## src/rtl/alu_pkg.sv

```systemverilog
// Shared types and widths for the ALU issue/capture stage.
package alu_pkg;

  localparam int ALU_W = 16;
  localparam int OPC_W = 3;

  typedef enum logic [1:0] {
    IDLE  = 2'd0,
    ISSUE = 2'd1,
    HOLD  = 2'd2
  } state_e;

endpackage

```

## src/rtl/alu_flag_check.sv

```systemverilog
// Flags the case where the ALU's Zer/Neg outputs disagree with its result word.
module alu_flag_check
  import alu_pkg::*;
(
  input  logic [ALU_W-1:0] w,
  input  logic             zer,
  input  logic             neg,
  output logic             mismatch
);

  assign mismatch = (zer != (w == '0)) || (neg != w[ALU_W-1]);

endmodule

```

## src/rtl/alu_issue_ctrl.sv

```systemverilog
// Issue/capture stage in front of a combinational ALU: registers a request onto the
// ALU inputs, waits SETTLE cycles, captures result and flags, and holds them for downstream.
module alu_issue_ctrl
  import alu_pkg::*;
#(
  parameter int SETTLE = 1,
  parameter int TAG_W  = 4
) (
  input  logic             clk,
  input  logic             rst_n,
  input  logic             req_valid,
  output logic             req_ready,
  input  logic [ALU_W-1:0] req_a,
  input  logic [ALU_W-1:0] req_b,
  input  logic             req_c,
  input  logic [OPC_W-1:0] req_opc,
  output logic [ALU_W-1:0] alu_a,
  output logic [ALU_W-1:0] alu_b,
  output logic             alu_c,
  output logic [OPC_W-1:0] alu_opc,
  input  logic [ALU_W-1:0] alu_w,
  input  logic             alu_zer,
  input  logic             alu_neg,
  output logic             rsp_valid,
  input  logic             rsp_ready,
  output logic [ALU_W-1:0] rsp_w,
  output logic             rsp_zer,
  output logic             rsp_neg,
  output logic [TAG_W-1:0] rsp_tag,
  output logic             flag_err,
  output logic [15:0]      op_count,
  output logic             busy
);

  localparam logic [3:0] SETTLE_M1 = 4'(SETTLE - 1);

  state_e             state_q, state_d;
  logic [3:0]         cnt_q, cnt_d;
  logic [ALU_W-1:0]   alu_a_q, alu_a_d, alu_b_q, alu_b_d;
  logic               alu_c_q, alu_c_d;
  logic [OPC_W-1:0]   alu_opc_q, alu_opc_d;
  logic [ALU_W-1:0]   rsp_w_q, rsp_w_d;
  logic               rsp_zer_q, rsp_zer_d, rsp_neg_q, rsp_neg_d;
  logic [TAG_W-1:0]   tag_q, tag_d, next_tag_q, next_tag_d;
  logic               flag_err_q, flag_err_d;
  logic [15:0]        op_count_q, op_count_d;
  logic               accept;
  logic               mismatch;

  alu_flag_check u_flag_check (
    .w        (alu_w),
    .zer      (alu_zer),
    .neg      (alu_neg),
    .mismatch (mismatch)
  );

  // Both ports: a transfer happens on the rising edge where valid & ready are high;
  // a raised valid keeps its payload stable until that edge. Downstream may take the
  // response and upstream may hand in the next request on the same edge.
  assign req_ready = (state_q == IDLE) || ((state_q == HOLD) && rsp_ready);
  assign accept    = req_valid && req_ready;

  always_comb begin
    state_d    = state_q;
    cnt_d      = cnt_q;
    alu_a_d    = alu_a_q;
    alu_b_d    = alu_b_q;
    alu_c_d    = alu_c_q;
    alu_opc_d  = alu_opc_q;
    rsp_w_d    = rsp_w_q;
    rsp_zer_d  = rsp_zer_q;
    rsp_neg_d  = rsp_neg_q;
    tag_d      = tag_q;
    next_tag_d = next_tag_q;
    flag_err_d = flag_err_q;
    op_count_d = op_count_q;

    case (state_q)
      IDLE: begin
        if (accept) state_d = ISSUE;
      end
      ISSUE: begin
        if (cnt_q == 4'd0) begin
          rsp_w_d    = alu_w;
          rsp_zer_d  = alu_zer;
          rsp_neg_d  = alu_neg;
          flag_err_d = flag_err_q | mismatch;
          state_d    = HOLD;
        end else begin
          cnt_d = cnt_q - 4'd1;
        end
      end
      HOLD: begin
        if (rsp_ready) begin
          if (op_count_q != 16'hFFFF) op_count_d = op_count_q + 16'd1;
          state_d = accept ? ISSUE : IDLE;
        end
      end
      default: state_d = IDLE;
    endcase

    // Operands stay on the ALU after capture; only a new accept replaces them.
    if (accept) begin
      alu_a_d    = req_a;
      alu_b_d    = req_b;
      alu_c_d    = req_c;
      alu_opc_d  = req_opc;
      cnt_d      = SETTLE_M1;
      tag_d      = next_tag_q;
      next_tag_d = next_tag_q + 1'b1;
    end
  end

  always_ff @(posedge clk or negedge rst_n) begin
    if (!rst_n) begin
      state_q    <= IDLE;
      cnt_q      <= 4'd0;
      alu_a_q    <= '0;
      alu_b_q    <= '0;
      alu_c_q    <= 1'b0;
      alu_opc_q  <= '0;
      rsp_w_q    <= '0;
      rsp_zer_q  <= 1'b0;
      rsp_neg_q  <= 1'b0;
      tag_q      <= '0;
      next_tag_q <= '0;
      flag_err_q <= 1'b0;
      op_count_q <= 16'd0;
    end else begin
      state_q    <= state_d;
      cnt_q      <= cnt_d;
      alu_a_q    <= alu_a_d;
      alu_b_q    <= alu_b_d;
      alu_c_q    <= alu_c_d;
      alu_opc_q  <= alu_opc_d;
      rsp_w_q    <= rsp_w_d;
      rsp_zer_q  <= rsp_zer_d;
      rsp_neg_q  <= rsp_neg_d;
      tag_q      <= tag_d;
      next_tag_q <= next_tag_d;
      flag_err_q <= flag_err_d;
      op_count_q <= op_count_d;
    end
  end

  assign alu_a     = alu_a_q;
  assign alu_b     = alu_b_q;
  assign alu_c     = alu_c_q;
  assign alu_opc   = alu_opc_q;
  assign rsp_valid = (state_q == HOLD);
  assign rsp_w     = rsp_w_q;
  assign rsp_zer   = rsp_zer_q;
  assign rsp_neg   = rsp_neg_q;
  assign rsp_tag   = tag_q;
  assign flag_err  = flag_err_q;
  assign op_count  = op_count_q;
  assign busy      = (state_q != IDLE);

endmodule

```

## config.mk

```make
export PLATFORM = sky130hd
export DESIGN_NAME = alu_issue_ctrl
export DESIGN_NICKNAME = d
export VERILOG_FILES = /design/src/rtl/alu_pkg.sv /design/src/rtl/alu_flag_check.sv /design/src/rtl/alu_issue_ctrl.sv
export SDC_FILE = /design/constraint.sdc
export NUM_CORES = 1
export LEC_CHECK = 0
export ABC_AREA = 1
export CAP_MARGIN = 10
export CORE_ASPECT_RATIO = 0.7
export CORE_UTILIZATION = 45
export DETAILED_ROUTE_END_ITERATION = 10
export PLACE_DENSITY = 0.79
export SETUP_SLACK_MARGIN = 0.02
export SLEW_MARGIN = 20
export SYNTH_ARGS = -nofsm -noshare
export SYNTH_HDL_FRONTEND = slang
export SYNTH_SLANG_ARGS = --single-unit
export TNS_END_PERCENT = 20
```

## constraint.sdc

```tcl
create_clock -name clk -period 1.76 [get_ports clk]
set_input_delay 0.352 -clock clk [delete_from_list [all_inputs] [get_ports clk]]
set_output_delay 0.352 -clock clk [all_outputs]
set_load 0.1 [all_outputs]
```

; Word level (Yosys, flattened, before mapping)
; Index checks and enable logic that the tools add are counted.
[op_classes]
bitwise_logic = 1
add_sub_neg = 3
n_eq_ne = 9
reduce_logical = 13
mux = 8
[op_table]
columns = op, n
row1 = "16-bit by 1-bit adder with 16-bit output, second input constant", 1
row2 = 16-bit logical NOT, 1
row3 = "16-bit != test, second input constant", 1
row4 = 4-bit 2-to-1 mux, 3
row5 = 2-bit 2-to-1 mux, 3
row6 = "2-bit != test, second input constant", 3
row7 = 2-bit one-hot mux with 3 select lines, 1
row8 = 3-bit AND reduction, 2
row9 = "4-bit by 1-bit adder with 4-bit output, second input constant", 1
row10 = 4-bit logical NOT, 1
row11 = 2-bit AND reduction, 2
row12 = 2-bit nonzero test, 2
row13 = "4-bit by 1-bit subtractor with 4-bit output, second input constant", 1
row14 = "2-bit by 1-bit == test with 1-bit output, second input constant", 1
row15 = "2-bit == test, second input constant", 1
row16 = 1-bit logical AND, 2
row17 = 2-bit logical NOT, 1
row18 = 1-bit logical OR, 2
row19 = 1-bit != test, 2
row20 = "2-bit by 1-bit != test with 1-bit output, second input constant", 1
row21 = 1-bit 2-to-1 mux, 1
row22 = 1-bit OR, 1
[totals]
reg_bits = 85
output_inout_bits = 78
in_bits = 58
word_cells = 47

; Logic depth before layout (Yosys ltp)
[depth]
ltp_word = 7
mapped_depth = 9
depth_no_buf = 8

; Hierarchy
; From an unflattened synthesis, not the netlist that was laid out.
[hier_totals]
hier_cells = 471
area_unflattened_um2 = 3847.4
[modules_own_cells]
columns = mod, cells_each, seq_area_each_um2, instances, area_per_inst_um2
row1 = alu_issue_ctrl, 451, 2127.0, 1, 3754.9
row2 = alu_flag_check, 20, 0.0, 1, 92.6

; Least setup slack after synthesis
; No wires, ideal clock.
[synth_path]
path_kind = reg2reg
start = register state_q[0]
end = register alu_a_q[0] (netlist: alu_a[0])
period_less_slack_ps = 2815
n_path_buf = 2
path_slack_ps = -1055
t_required_ps = 1640
arrival_ps = 2695
setup_ps = 120
stages_incl_launch_ff = 7
cell_sequence = dfrtp_1 a21oi_1 nand2_1 buf_2 buf_2 nand2_1 nand2_1
[synth_via]
elab_chain_len = 4
word_cells_on_any_way = 5
cone_classes = 1 x eq/ne / 4 x reduce/logical
[synth_rtl]
columns = item, line
row1 = "start, declared", alu_issue_ctrl.sv:37  ; state_e state_q, state_d;
row2 = "start signal, assigned", alu_issue_ctrl.sv:130  ; state_q <= state_d;
row3 = 2-bit == test, alu_issue_ctrl.sv:60  ; assign req_ready = (state_q == IDLE) || ((state_q == HOLD) && rsp_ready);
row4 = 1-bit logical AND, alu_issue_ctrl.sv:60
row5 = 1-bit logical OR (*), alu_issue_ctrl.sv:60
row6 = named net req_ready, alu_issue_ctrl.sv:12  ; output logic req_ready,
row7 = 1-bit logical AND (*), alu_issue_ctrl.sv:61  ; assign accept = req_valid && req_ready;
row8 = "end signal, assigned", alu_issue_ctrl.sv:132  ; alu_a_q <= alu_a_d;
row9 = "end, declared", alu_issue_ctrl.sv:39  ; logic [ALU_W-1:0] alu_a_q, alu_a_d, alu_b_q, alu_b_d;
; The timed path passes the listed nets; every way through them passes the cells marked *.
; A chain may end at the register's enable or synchronous reset.

; Final worst setup path
[layout_path]
start = register op_count_q[0] (netlist: op_count[0])
end = register op_count_q[9] (netlist: op_count[9])
[layout_via]
elab_chain_len = 2
word_cells_on_any_way = 3
cone_classes = 1 x add/sub / 1 x eq/ne / 1 x reduce/logical
[layout_rtl]
columns = item, line
row1 = "start, declared", alu_issue_ctrl.sv:46  ; logic [15:0] op_count_q, op_count_d;
row2 = "start signal, assigned", alu_issue_ctrl.sv:142  ; op_count_q <= op_count_d;
row3 = "parallel branches: the longest is 2 deep, another holds 16-bit by 1-bit adder with 16-bit output", n/a
; Parallel ways; which one is timed is not known.

==> summary.md <==
| Metric | Value |
|---|---|
| Share of post-route cells with drive strength above 1 | 20.7% |
| RSZ-0062 raised after global routing | yes |
| Hold WS | -15.2 ps |
| Worst-path clk slew | 60 ps |
| Die Ht | 78.6 um |
| Post-CTS Setup Bufs | 0 |
| YS warnings | 0 |
| Detail Placement HPWL | 7.46 mm |
| Failing checks | design-rule violations, negative hold slack |
| Clock root cell | clkbuf_16 |
| Routed Antenna Nets | 0 |
| H-Tree Depth | 3 |
| CP Class | flop to flop |
| CTS tree | yes |
| Total track usage | 24.3% |
| Hold buffers post-CTS | 0 |
| CP required | 1990 ps |
| Synth top area share | 56.4% |
| Slew headroom | 64.9% |
| Full die area | 0.00876 mm2 |
| Latest clock arrival within the worst-skew pair | 340 ps |
| Most common cell after layout, fill and taps aside | nand2_1 |
| Placeable Area | 0.00801 mm2 |
| Area grow syn2layout | 68.7% |
| Worst EP arrival | 1880 ps |
| CP max FO | 11 |
| Final setup fails | 0 |
| Initial drt markers | 192 |
| Die W | 111 um |
| Std cell rows | 27 |
| Fin. Hold Viols | 11 |
| Pre-CTS setup slack | -7.39 ps |
| Hold WC Path Type | input pin to asynchronous set/reset pin |
| I/O pins | 136 |
| Synth cell types | 25 |
| Max-slew violations | 0 |
| Synth area leaders | dfrtp_1 56%, nand2_1 24%, nor2_1 2.6%, xnor2_1 2.1%, inv_1 2.0% |
| Routed WL | 9.93 mm |
| Syn Std Cell Area | 0.00377 mm2 |
| DR DRC count | 6 |
| Syn_nets | 516 |
| Via density | 4.95 |
| Total number of vias | 3487 |
| Initial core utilization | 47.1% |
| Yosys reg bits | 85 |
| Clock skew | 7.35 ps |
| Clk sinks | 85 |
| Max-Cap Viols | 0 |
| Crit end category | flop |
| Vias in the first global route | 3431 |
| First-pass GRT wire length | 16.5 mm |
| Worst-Margin Slew | 527 ps |
| Filler Cell Count | 484 |
| Initial antenna violation count | 0 |
| Final worst slack | 106 ps |
| Largest net degree at the start of global routing | 39 |
| Buffers on Ports | 135 |
| Final worst-path cycle share | 94.0% |
| Register area share after synthesis | 56.4% |
| Total grt overflow | 0 |
| Final nets | 661 |
| Outcome | finished, violations left |
| Ant. Diodes | 0 |
| Clock Tree Buf Depth | 2 |
| DR pass1 iterations | 8 |
| Fmax | 605 MHz |
| Synth area leader | dfrtp_1 |
| WL per Instance | 14.1 um |
| Final estimated routing congestion in global placement | 0.861 |
| Avg Cell Area, Syn | 8.31 um2 |
| Most frequent cells in the layout | 240 x nand2_1, 83 x dfrtp_1, 81 x buf_12 |
| Post-layout minimum cycle time | 1650 ps |
| Cells after Synth | 454 |
| Cts bufs inserted | 9 |
| CP Launch Type | flop |
==> final timing paths <==
kind                            slack [ps]           to   startpoint  cells after the start
worst max-delay path                   110  op_count[9]  op_count[0]                      8
worst min-delay path                   -20    alu_a[13]        rst_n                      1
worst max register to register         110  op_count[9]  op_count[0]                      8
worst min register to register         470     cnt_q[3]     cnt_q[3]                      1
max in group asynchronous             1240     alu_a[0]        rst_n                      2
min in group clk                       470     cnt_q[3]     cnt_q[3]                      1
==> flip-flops by register name (all words and copies together) (netlist names) <==
| name | count |
|---|---|
| alu_a | 16 |
| alu_b | 16 |
| op_count | 16 |
| rsp_w | 16 |
| cnt_q | 4 |
| next_tag_q | 4 |
| rsp_tag | 4 |
| alu_opc | 3 |
| state_q | 2 |
| alu_c | 1 |
| flag_err | 1 |
| rsp_neg | 1 |
| rsp_zer | 1 |
==> synthesized netlist by cell type, drive strengths merged <==
cell type	number
nand2	244
dfrtp	85
nor2	28
inv	23
nand3	14
buf	13
o21ai	12
nand4	9
xnor2	9
ha	4
xor2	4
a21oi	3
nor3	3
clkbuf	1
clkinv	1
o22ai	1
==> metal layers <==
layer,GRT usage [%],part of all wire [%],vias up
met5,0,0,-
met3,7.18,5.7,22
met2,40.7,50,121
li1,-,-,1693
met4,10.4,2.2,0
met1,29.5,42,1651
==> critical path, stage by stage, from the launching register on <==
cell and delay (ps):
dfrtp_2 440, ha_1 300, nand3_4 140, nor2_4 180
nand2_4 90, nand2_4 90, inv_2 110, nand2_1 120
nand2_1 70
==> kinds of logic after synthesis <==
kind of cell,count (synthesis),synth area share (%)
buffers and inverters,38,4.51
DFF,85,56.4
xor gates and xnor gates,13,3.02
and+or+nand+nor,298,32.3
adders and majority gates,4,1.33
AOI/OAI and AO/OA,16,2.45
==> repair_timing <==
item,CTS,global route
endpoints found under the setup margin,0,2
resized for setup,0,1
hold endpoints to repair,0,0
==> area by class of cell <==
cell class                 instances  area [um2]  share of cell area (%)
tap                              101         126                    1.99
multi-input combinational        331        1490                    23.5
clock inverter                     5        27.5                   0.432
timing repair buffer             148        2260                    35.6
inverter                          24        90.1                    1.42
sequential                        85        2130                    33.5
clock buffer                      11         233                    3.66
==> stage by stage <==
step                util, %  hold slack (ps)  TNS, ps  cell area, um2  cells
global route           79.5             20.8        0            6360    705
detailed placement     76.2              364    -7.39            6100    689
floorplan                 -             56.4    -3660            3800    454
CTS                    79.5             1.49        0            6360    705
global placement       76.2              359        0            6100    689
finish                 79.5            -15.2        0            6360    705
Power is left out: the tool's default activity adds up to more than one toggle a clock period on the data nets, which glitch-free logic cannot reach.
